--- src/rtl/samsung_ir_rx.sv ---
// rtl/samsung_ir_rx.sv - Samsung-protocol IR frame decoder with ready/ack command handoff
//
// Decodes frames from a demodulated, active-low IR receiver pin into a 32-bit
// command word. All pulse widths are measured on an internal tick of
// TICK_DIV clk25 cycles (20 us at 25 MHz with the default).
//
// Ports:
//   clk25     in   1   system clock
//   rst       in   1   asynchronous active-high reset
//   enable    in   1   1 = receive frames, 0 = hold FSM in IDLE
//   ir_input  in   1   raw IR receiver output (asynchronous, low = mark)
//   ack       in   1   consumer acknowledge of the current command
//   ready     out  1   command holds a valid, unacknowledged frame
//   command   out  32  decoded frame, first received bit in bit 0
//   busy      out  1   frame in progress (FSM not in IDLE)
//
// Optional feature macro: IR_CHECK_EN
//   defined   - a frame is delivered only if command[31:24] == ~command[23:16]
//   undefined - every well-timed 32-bit frame is delivered
`timescale 1ns/1ps

module samsung_ir_rx #(
  parameter int TICK_DIV = 500,
  parameter int LEAD_MIN = 180,
  parameter int LEAD_MAX = 270,
  parameter int BIT_MIN  = 14,
  parameter int BIT_MAX  = 42,
  parameter int ONE_MIN  = 63,
  parameter int ONE_MAX  = 105,
  parameter int TIMEOUT  = 300
) (
  input  logic        clk25,
  input  logic        rst,
  input  logic        enable,
  input  logic        ir_input,
  input  logic        ack,
  output logic        ready,
  output logic [31:0] command,
  output logic        busy
);

  localparam int TW = (TICK_DIV > 1) ? $clog2(TICK_DIV) : 1;
  localparam logic [TW-1:0] TICK_LAST = TW'(TICK_DIV - 1);

  localparam logic [8:0] LEAD_MIN_W = 9'(LEAD_MIN);
  localparam logic [8:0] LEAD_MAX_W = 9'(LEAD_MAX);
  localparam logic [8:0] BIT_MIN_W  = 9'(BIT_MIN);
  localparam logic [8:0] BIT_MAX_W  = 9'(BIT_MAX);
  localparam logic [8:0] ONE_MIN_W  = 9'(ONE_MIN);
  localparam logic [8:0] ONE_MAX_W  = 9'(ONE_MAX);
  localparam logic [8:0] TIMEOUT_W  = 9'(TIMEOUT);

  typedef enum logic [2:0] {
    IDLE,
    LEAD_MARK,
    LEAD_SPACE,
    BIT_MARK,
    BIT_SPACE,
    STOP_MARK,
    DONE
  } state_t;

  state_t        state;
  logic          sync1, sync2;
  logic          sample;
  logic [TW-1:0] tick_cnt;
  logic [8:0]    width;
  logic [4:0]    bit_cnt;
  logic [31:0]   shreg;

  logic tick, fall, rise, timeout;

  function automatic logic in_range(input logic [8:0] w, input logic [8:0] lo,
                                    input logic [8:0] hi);
    return (w >= lo) && (w <= hi);
  endfunction

  assign tick    = (tick_cnt == TICK_LAST);
  // Edges are judged between consecutive tick samples, so glitches shorter
  // than a tick are mostly filtered out.
  assign fall    = tick && sample && !sync2;
  assign rise    = tick && !sample && sync2;
  assign timeout = (width >= TIMEOUT_W);
  assign busy    = (state != IDLE);

  // Synchronizer, tick prescaler, tick sampler and width counter.
  always_ff @(posedge clk25 or posedge rst) begin
    if (rst) begin
      sync1    <= 1'b1;
      sync2    <= 1'b1;
      sample   <= 1'b1;
      tick_cnt <= '0;
      width    <= '0;
    end else begin
      sync1 <= ir_input;
      sync2 <= sync1;
      if (tick) begin
        tick_cnt <= '0;
        sample   <= sync2;
        // width holds the tick count since the previous edge at the moment
        // the FSM sees the next edge; it restarts at 1 on that edge.
        if (fall || rise)
          width <= 9'd1;
        else if (width != 9'd511)
          width <= width + 9'd1;
      end else begin
        tick_cnt <= tick_cnt + TW'(1);
      end
    end
  end

  always_ff @(posedge clk25 or posedge rst) begin
    if (rst) begin
      state   <= IDLE;
      bit_cnt <= '0;
      shreg   <= '0;
      ready   <= 1'b0;
      command <= '0;
    end else begin
      // Ack clears ready; a DONE in the same cycle overrides this below.
      if (ready && ack)
        ready <= 1'b0;

      if (!enable) begin
        state <= IDLE;
      end else begin
        case (state)
          IDLE: begin
            if (fall)
              state <= LEAD_MARK;
          end

          LEAD_MARK: begin
            if (rise)
              state <= in_range(width, LEAD_MIN_W, LEAD_MAX_W) ? LEAD_SPACE : IDLE;
            else if (timeout)
              state <= IDLE;
          end

          LEAD_SPACE: begin
            if (fall) begin
              bit_cnt <= '0;
              state   <= in_range(width, LEAD_MIN_W, LEAD_MAX_W) ? BIT_MARK : IDLE;
            end else if (timeout) begin
              state <= IDLE;
            end
          end

          BIT_MARK: begin
            if (rise)
              state <= in_range(width, BIT_MIN_W, BIT_MAX_W) ? BIT_SPACE : IDLE;
            else if (timeout)
              state <= IDLE;
          end

          BIT_SPACE: begin
            if (fall) begin
              if (in_range(width, BIT_MIN_W, BIT_MAX_W) ||
                  in_range(width, ONE_MIN_W, ONE_MAX_W)) begin
                // Right shift so the first bit on air ends up in bit 0.
                shreg <= {in_range(width, ONE_MIN_W, ONE_MAX_W), shreg[31:1]};
                if (bit_cnt == 5'd31) begin
                  state <= STOP_MARK;
                end else begin
                  bit_cnt <= bit_cnt + 5'd1;
                  state   <= BIT_MARK;
                end
              end else begin
                state <= IDLE;
              end
            end else if (timeout) begin
              state <= IDLE;
            end
          end

          STOP_MARK: begin
            if (rise)
              state <= in_range(width, BIT_MIN_W, BIT_MAX_W) ? DONE : IDLE;
            else if (timeout)
              state <= IDLE;
          end

          DONE: begin
`ifdef IR_CHECK_EN
            if (shreg[31:24] == ~shreg[23:16]) begin
              command <= shreg;
              ready   <= 1'b1;
            end
`else
            command <= shreg;
            ready   <= 1'b1;
`endif
            state <= IDLE;
          end

          default: state <= IDLE;
        endcase
      end
    end
  end

endmodule
--- config.mk ---
export PLATFORM = sky130hd
export DESIGN_NAME = samsung_ir_rx
export DESIGN_NICKNAME = d
export VERILOG_FILES = /design/src/rtl/samsung_ir_rx.sv
export SDC_FILE = /design/constraint.sdc
export NUM_CORES = 1
export LEC_CHECK = 0
export CAP_MARGIN = 20
export CELL_PAD_IN_SITES_DETAIL_PLACEMENT = 2
export CELL_PAD_IN_SITES_GLOBAL_PLACEMENT = 2
export CORE_ASPECT_RATIO = 1.1
export CORE_UTILIZATION = 39
export DETAILED_ROUTE_END_ITERATION = 10
export PLACE_DENSITY = 0.8
export SKIP_CTS_REPAIR_TIMING = 1
export SYNTH_ARGS = -nofsm -noshare
export SYNTH_HDL_FRONTEND = slang
export SYNTH_SLANG_ARGS = --single-unit
--- constraint.sdc ---
create_clock -name clk25 -period 7.1 [get_ports clk25]
set_input_delay 1.42 -clock clk25 [delete_from_list [all_inputs] [get_ports clk25]]
set_output_delay 1.42 -clock clk25 [all_outputs]
set_load 0.05 [all_outputs]
==> qor.csv, run 1 <==
metric,value,unit
cts_root_buffer,clkbuf_16,
async_reset_ff_frac,1.000,
worstPathRequired,5.68,ns
hp-class,reg2reg,
yosysTopAreaCell,dfrtp_1,
vias_per_cell,5.506,
critPathSlowestCell,clkdlybuf4s50_1,
timing.fmax,0.2893,GHz
grt_max_degree,69,
syn_avg_cell_area,12.77,um^2
dieArea,12020,um^2
relSlewSlack,0.3031,
criticalPathCategory,reg2out,
fin_skew,0.007241,ns
yosys_warnings,0,
cp_cell_sequence,"nor2_1, nand2_1, clkdlybuf4s50_1",
start_kind,flip-flop,
clk-insertion-delay-late,0.34,ns
fillers,1130,
final_nets,398,
yosysUniqueCellTypes,67,
critPathTopFamily,buffers and inverters,
finalSetupViolCount,0,
core_region_area,11110,um^2
cpPeakStageDelay,0.72,ns
hpwl,7120,um
cts_buffer_depth,2,
pwr_density_cell,199.7,nW/um^2
netlist_area,4519,um^2
wl,10620,um
synth_top_area_frac,0.5039,
crit_fanout,9,
post_drt_wl_per_cell,19.74,um
synth_nets,366,
port_buffers,38,
finalPower,1.041,mW
ir_drop,0.00009862,V
die_width,104.6,um
rows,40,
yosys_register_bits,94,
vias,2962,
grt_pass1_vias,3368,
diodes,0,
cap_violations,0,
hold_viol_final,0,
cts_max_level,3,
min_period_over_period,0.4868,
seq_area,2356,um^2
maxSlewViolCount,0,
synth_most_common_cell,dfrtp_1,
fin_setup_tns,0,ns
ys.flop_type,dfrtp_1,
numClockSinks,94,
p_leak,2.359,nW
grt-ovfl-total,0,
drt_iter0_markers,143,
synth_cells,354,
crit_path_end_kind,output pin,
ys_top_cells_by_count,"dfrtp_1, mux2_2, mux2_4",
synth_edf_count,0,
worstMarginPinSlew,1.045,ns
dr.pass1.iters,4,
start_util,0.4068,
antenna_found_initial,0,
grt_setup_unrepaired,false,
drive_gt1_frac,0.2583,
netlist_top_cells_area,"dfrtp_1, mux2_4, mux2_2, nand2_1, o21ai_0",
pre_cts_slack,3.361,ns
cp_num_buf_inv,1,
place.gp.congestion,0.7589,
ys_seq_area_frac,0.5213,
drcViolationCount,0,
postRouteAntennaNets,0,
multi_input_area,1942,um^2
period_needed,3.457,ns
setup_ws,3.643,ns
synthToLayoutAreaGrowth,15.37,%
grt_pass1_wl,17970,um
die_y,114.9,um
clk_pin_slew,0.06,ns
critPathArrivalTime,2.04,ns
grtUsageTotal,0.1924,
ios,39,
cts_made_buffers,9,
cts_tree,yes,
outcome,finished clean,
[worst register-to-register path, delay by kind of cell, from the launching register on]
kind / cells / cell delay (ns)
multiplexers: 1 / 0.45
flip-flops: 1 / 0.63
AO/OA/AOI/OAI: 2 / 0.69
AND/OR/NAND/NOR: 2 / 1.21
[flip-flops by register name, indices dropped and copies added, names as in the netlist]
name and count:
width 9, ready 1, bit_cnt 5, state 3, tick_cnt 9, sync1 1
shreg 32, command 32, sync2 1, sample 1
[path summary, 6_finish.rpt]
path                            startpoint           to  slack [ns]  cells past startpoint
worst max-delay path              state[1]         busy        3.64                      3
worst min-delay path                 sync1        sync2        0.36                      0
worst max register to register    width[4]     shreg[5]        4.01                      5
worst min register to register       sync1        sync2        0.36                      0
max in group asynchronous              rst  command[22]        4.51                      3
min in group asynchronous              rst     width[1]        1.40                      2
[logic make-up (layout without fill, tap and decap cells)]
family	after synthesis	after routing	share of synthesized area
AND/OR/NAND/NOR	90	90	0.1102
AO/OA/AOI/OAI	64	64	0.1044
adder cells (fa/ha/maj)	7	7	0.01938
buffers and inverters	29	66	0.04928
flip-flops	94	94	0.5213
multiplexers	65	65	0.1858
XOR/XNOR	5	5	0.009689
[power by group]
part | internal [mW] | switching, mW
Clock | 0.276 | 0.212
Combinational | 0.00362 | 0.0128
Sequential | 0.536 | 0.000316
[layout make-up]
type / instances / share of cell area
sequential: 94 / 0.4519
multi-input combinational: 231 / 0.3724
timing repair buffer: 40 / 0.07583
clock buffer: 10 / 0.04392
tap: 147 / 0.03528
clock inverter: 6 / 0.01320
inverter: 10 / 0.007439
[through the flow]
step	util	area (um^2)	hold slack (ns)	instances
2_1_floorplan	-	4519	0.3452	354
3_3_place_gp	0.4425	4916	0.3469	522
3_5_place_dp	0.4425	4916	0.3501	522
4_1_cts	0.4693	5214	0.3594	538
5_1_grt	0.4693	5214	0.3623	538
6_report	0.4693	5214	0.3577	538
[cell usage in the layout (no fill, tap or decap), types with 3 or more instances in the layout]
cell | netlist | layout
ha_1 | 7 | 7
nor2_1 | 15 | 15
nor3_1 | 6 | 6
o21ai_0 | 18 | 18
o211ai_1 | 3 | 3
clkbuf_16 | 0 | 9
dfrtp_1 | 91 | 91
nand4b_1 | 4 | 4
mux2_2 | 35 | 35
xnor2_1 | 4 | 4
mux2_4 | 29 | 29
clkdlybuf4s50_1 | 0 | 38
inv_1 | 10 | 9
a221oi_1 | 3 | 3
nand4_1 | 4 | 4
dfstp_2 | 3 | 3
a21oi_1 | 8 | 8
o31ai_1 | 3 | 3
nand2_1 | 27 | 27
nand3_1 | 8 | 8
[routing by layer]
metal,global-route usage,wire [um],vias to the layer above
met5,0,0,-
met4,0.07136,146,0
met3,0.02551,190,10
met2,0.3470,5539,44
met1,0.2367,4746,1549
li1,-,-,1359
(Power assumes the default switching activity.)
==> run 2: changes to the inputs <==
--- a/config.mk
+++ b/config.mk
@@ -9,9 +9,9 @@
 export CELL_PAD_IN_SITES_DETAIL_PLACEMENT = 2
 export CELL_PAD_IN_SITES_GLOBAL_PLACEMENT = 2
 export CORE_ASPECT_RATIO = 1.1
-export CORE_UTILIZATION = 39
+export CORE_UTILIZATION = 36
 export DETAILED_ROUTE_END_ITERATION = 10
-export PLACE_DENSITY = 0.8
+export PLACE_DENSITY = 0.77
 export SKIP_CTS_REPAIR_TIMING = 1
 export SYNTH_ARGS = -nofsm -noshare
 export SYNTH_HDL_FRONTEND = slang
==> constraint.sdc (replaced) <==
create_clock -name clk25 -period 3 [get_ports clk25]
set_input_delay 0.6 -clock clk25 [delete_from_list [all_inputs] [get_ports clk25]]
set_output_delay 0.6 -clock clk25 [all_outputs]
set_load 0.05 [all_outputs]
==> qor.csv, run 2 (synthesis gave the netlist of run 1 again) <==
metric,value,unit
grt_pass1_vias,3310,
worstPathRequired,3.22,ns
port_buffers,38,
period_needed,2.666,ns
maxSlewViolCount,0,
critPathArrivalTime,2.89,ns
finalSetupViolCount,0,
wl,10130,um
layout_commonest_cell,dfrtp_1,
dr.pass1.iters,4,
diodes,0,
pwr_density_cell,477.0,nW/um^2
reg_top3,"command: 32 flops, shreg: 32 flops",
cap_violations,0,
relSlewSlack,0.4991,
hold_viol_final,0,
grt-ovfl-total,0,
fin_setup_tns,0,ns
core_region_area,12140,um^2
grtUsageTotal,0.1734,
vias,2971,
vias_per_cell,5.392,
clk-insertion-delay-late,0.34,ns
worstMarginPinSlew,0.7498,ns
die_width,108.8,um
synthToLayoutAreaGrowth,18.00,%
final_cell_mix,"dfrtp_1, clkdlybuf4s50_1, mux2_2, mux2_4, nand2_1",
seq_area,2356,um^2
hold_ws,0.3586,ns
drt_iter0_markers,70,
drcViolationCount,0,
postRouteAntennaNets,0,
post_drt_wl_per_cell,18.38,um
criticalPathCategory,reg2reg,
ir_drop,0.0002591,V
hpwl,7082,um
ios,39,
crit_fanout,23,
cts_tree,yes,
fillers,1220,
finalPower,2.543,mW
timing.fmax,0.3750,GHz
antenna_found_initial,0,
numClockSinks,94,
dieArea,13010,um^2
cts_made_buffers,9,
min_period_over_period,0.8888,
crit_path_end_kind,flip-flop,
outcome,finished clean,
fin_skew,0.005571,ns
start_kind,flip-flop,
rows,42,
grt_pass1_wl,17240,um
p_leak,2.412,nW
multi_input_area,1942,um^2
cts_root_buffer,clkbuf_16,
hp-class,reg2reg,
cts_max_level,3,
start_util,0.3723,
clk_pin_slew,0.06,ns
die_y,119.5,um
cts_buffer_depth,2,
final_nets,405,
drive_gt1_frac,0.2670,
grt_setup_unrepaired,false,
place.gp.congestion,0.7874,
grt_max_degree,36,
[run 2: cell types whose count changed in the layout (fill, tap and decap cells not counted)]
cell,delta
clkinv_2,-2
buf_12,+3
bufinv_16,+1
clkbuf_1,+1
inv_6,-2
buf_4,+4
clkbuf_8,+1
[run 2: area by class of cell]
cell class	count	share of cell area
clock inverters	3	0.01290
multi-input cells	231	0.3641
repair buffers	47	0.09104
clock buffers	12	0.04622
well taps	154	0.03613
inverters	10	0.007743
flip-flops and latches	94	0.4418
[run 2: worst paths after layout]
path / from / endpoint / slack [ns] / cells after the start
max: width[4] / shreg[13] / 0.33 / 6
min: sync1 / sync2 / 0.36 / 0
max reg2reg: width[4] / shreg[13] / 0.33 / 6
min reg2reg: sync1 / sync2 / 0.36 / 0
max in group asynchronous: rst / shreg[25] / 1.61 / 3
min in group asynchronous: rst / command[5] / 0.73 / 2
[run 2: power breakdown]
group	internal (mW)	leakage, nW	switching [mW]
sequential	1.27	1.27	0.000740
clock	0.751	0.153	0.475
combinational	0.0148	0.986	0.0327
[run 2: through the flow]
step | utilization | worst slack [ns] | cells | cell area, um^2
CTS | 0.4393 | 0.3471 | 551 | 5333
finish | 0.4393 | 0.3336 | 551 | 5333
detailed placement | 0.4133 | 0.3668 | 536 | 5017
floorplan | - | 0.8865 | 354 | 4523
global placement | 0.4133 | 0.4755 | 536 | 5017
global route | 0.4393 | 0.2037 | 551 | 5333
[run 2: worst max-delay path: stages, from the launching register on]
cell	delay, ns
dfrtp_1	0.60
nand2_1	0.22
o31a_1	0.37
o21ai_4	0.28
and3_2	0.47
buf_12	0.26
mux2_4	0.32
[run 2: layer usage]
| layer | up-vias | GRT usage | part of all wire |
|---|---|---|---|
| li1 | 1369 | - | - |
| met1 | 1548 | 0.2221 | 0.45 |
| met2 | 44 | 0.2915 | 0.51 |
| met3 | 10 | 0.02444 | 0.023 |
| met4 | 0 | 0.07095 | 0.016 |
| met5 | - | 0 | 0 |
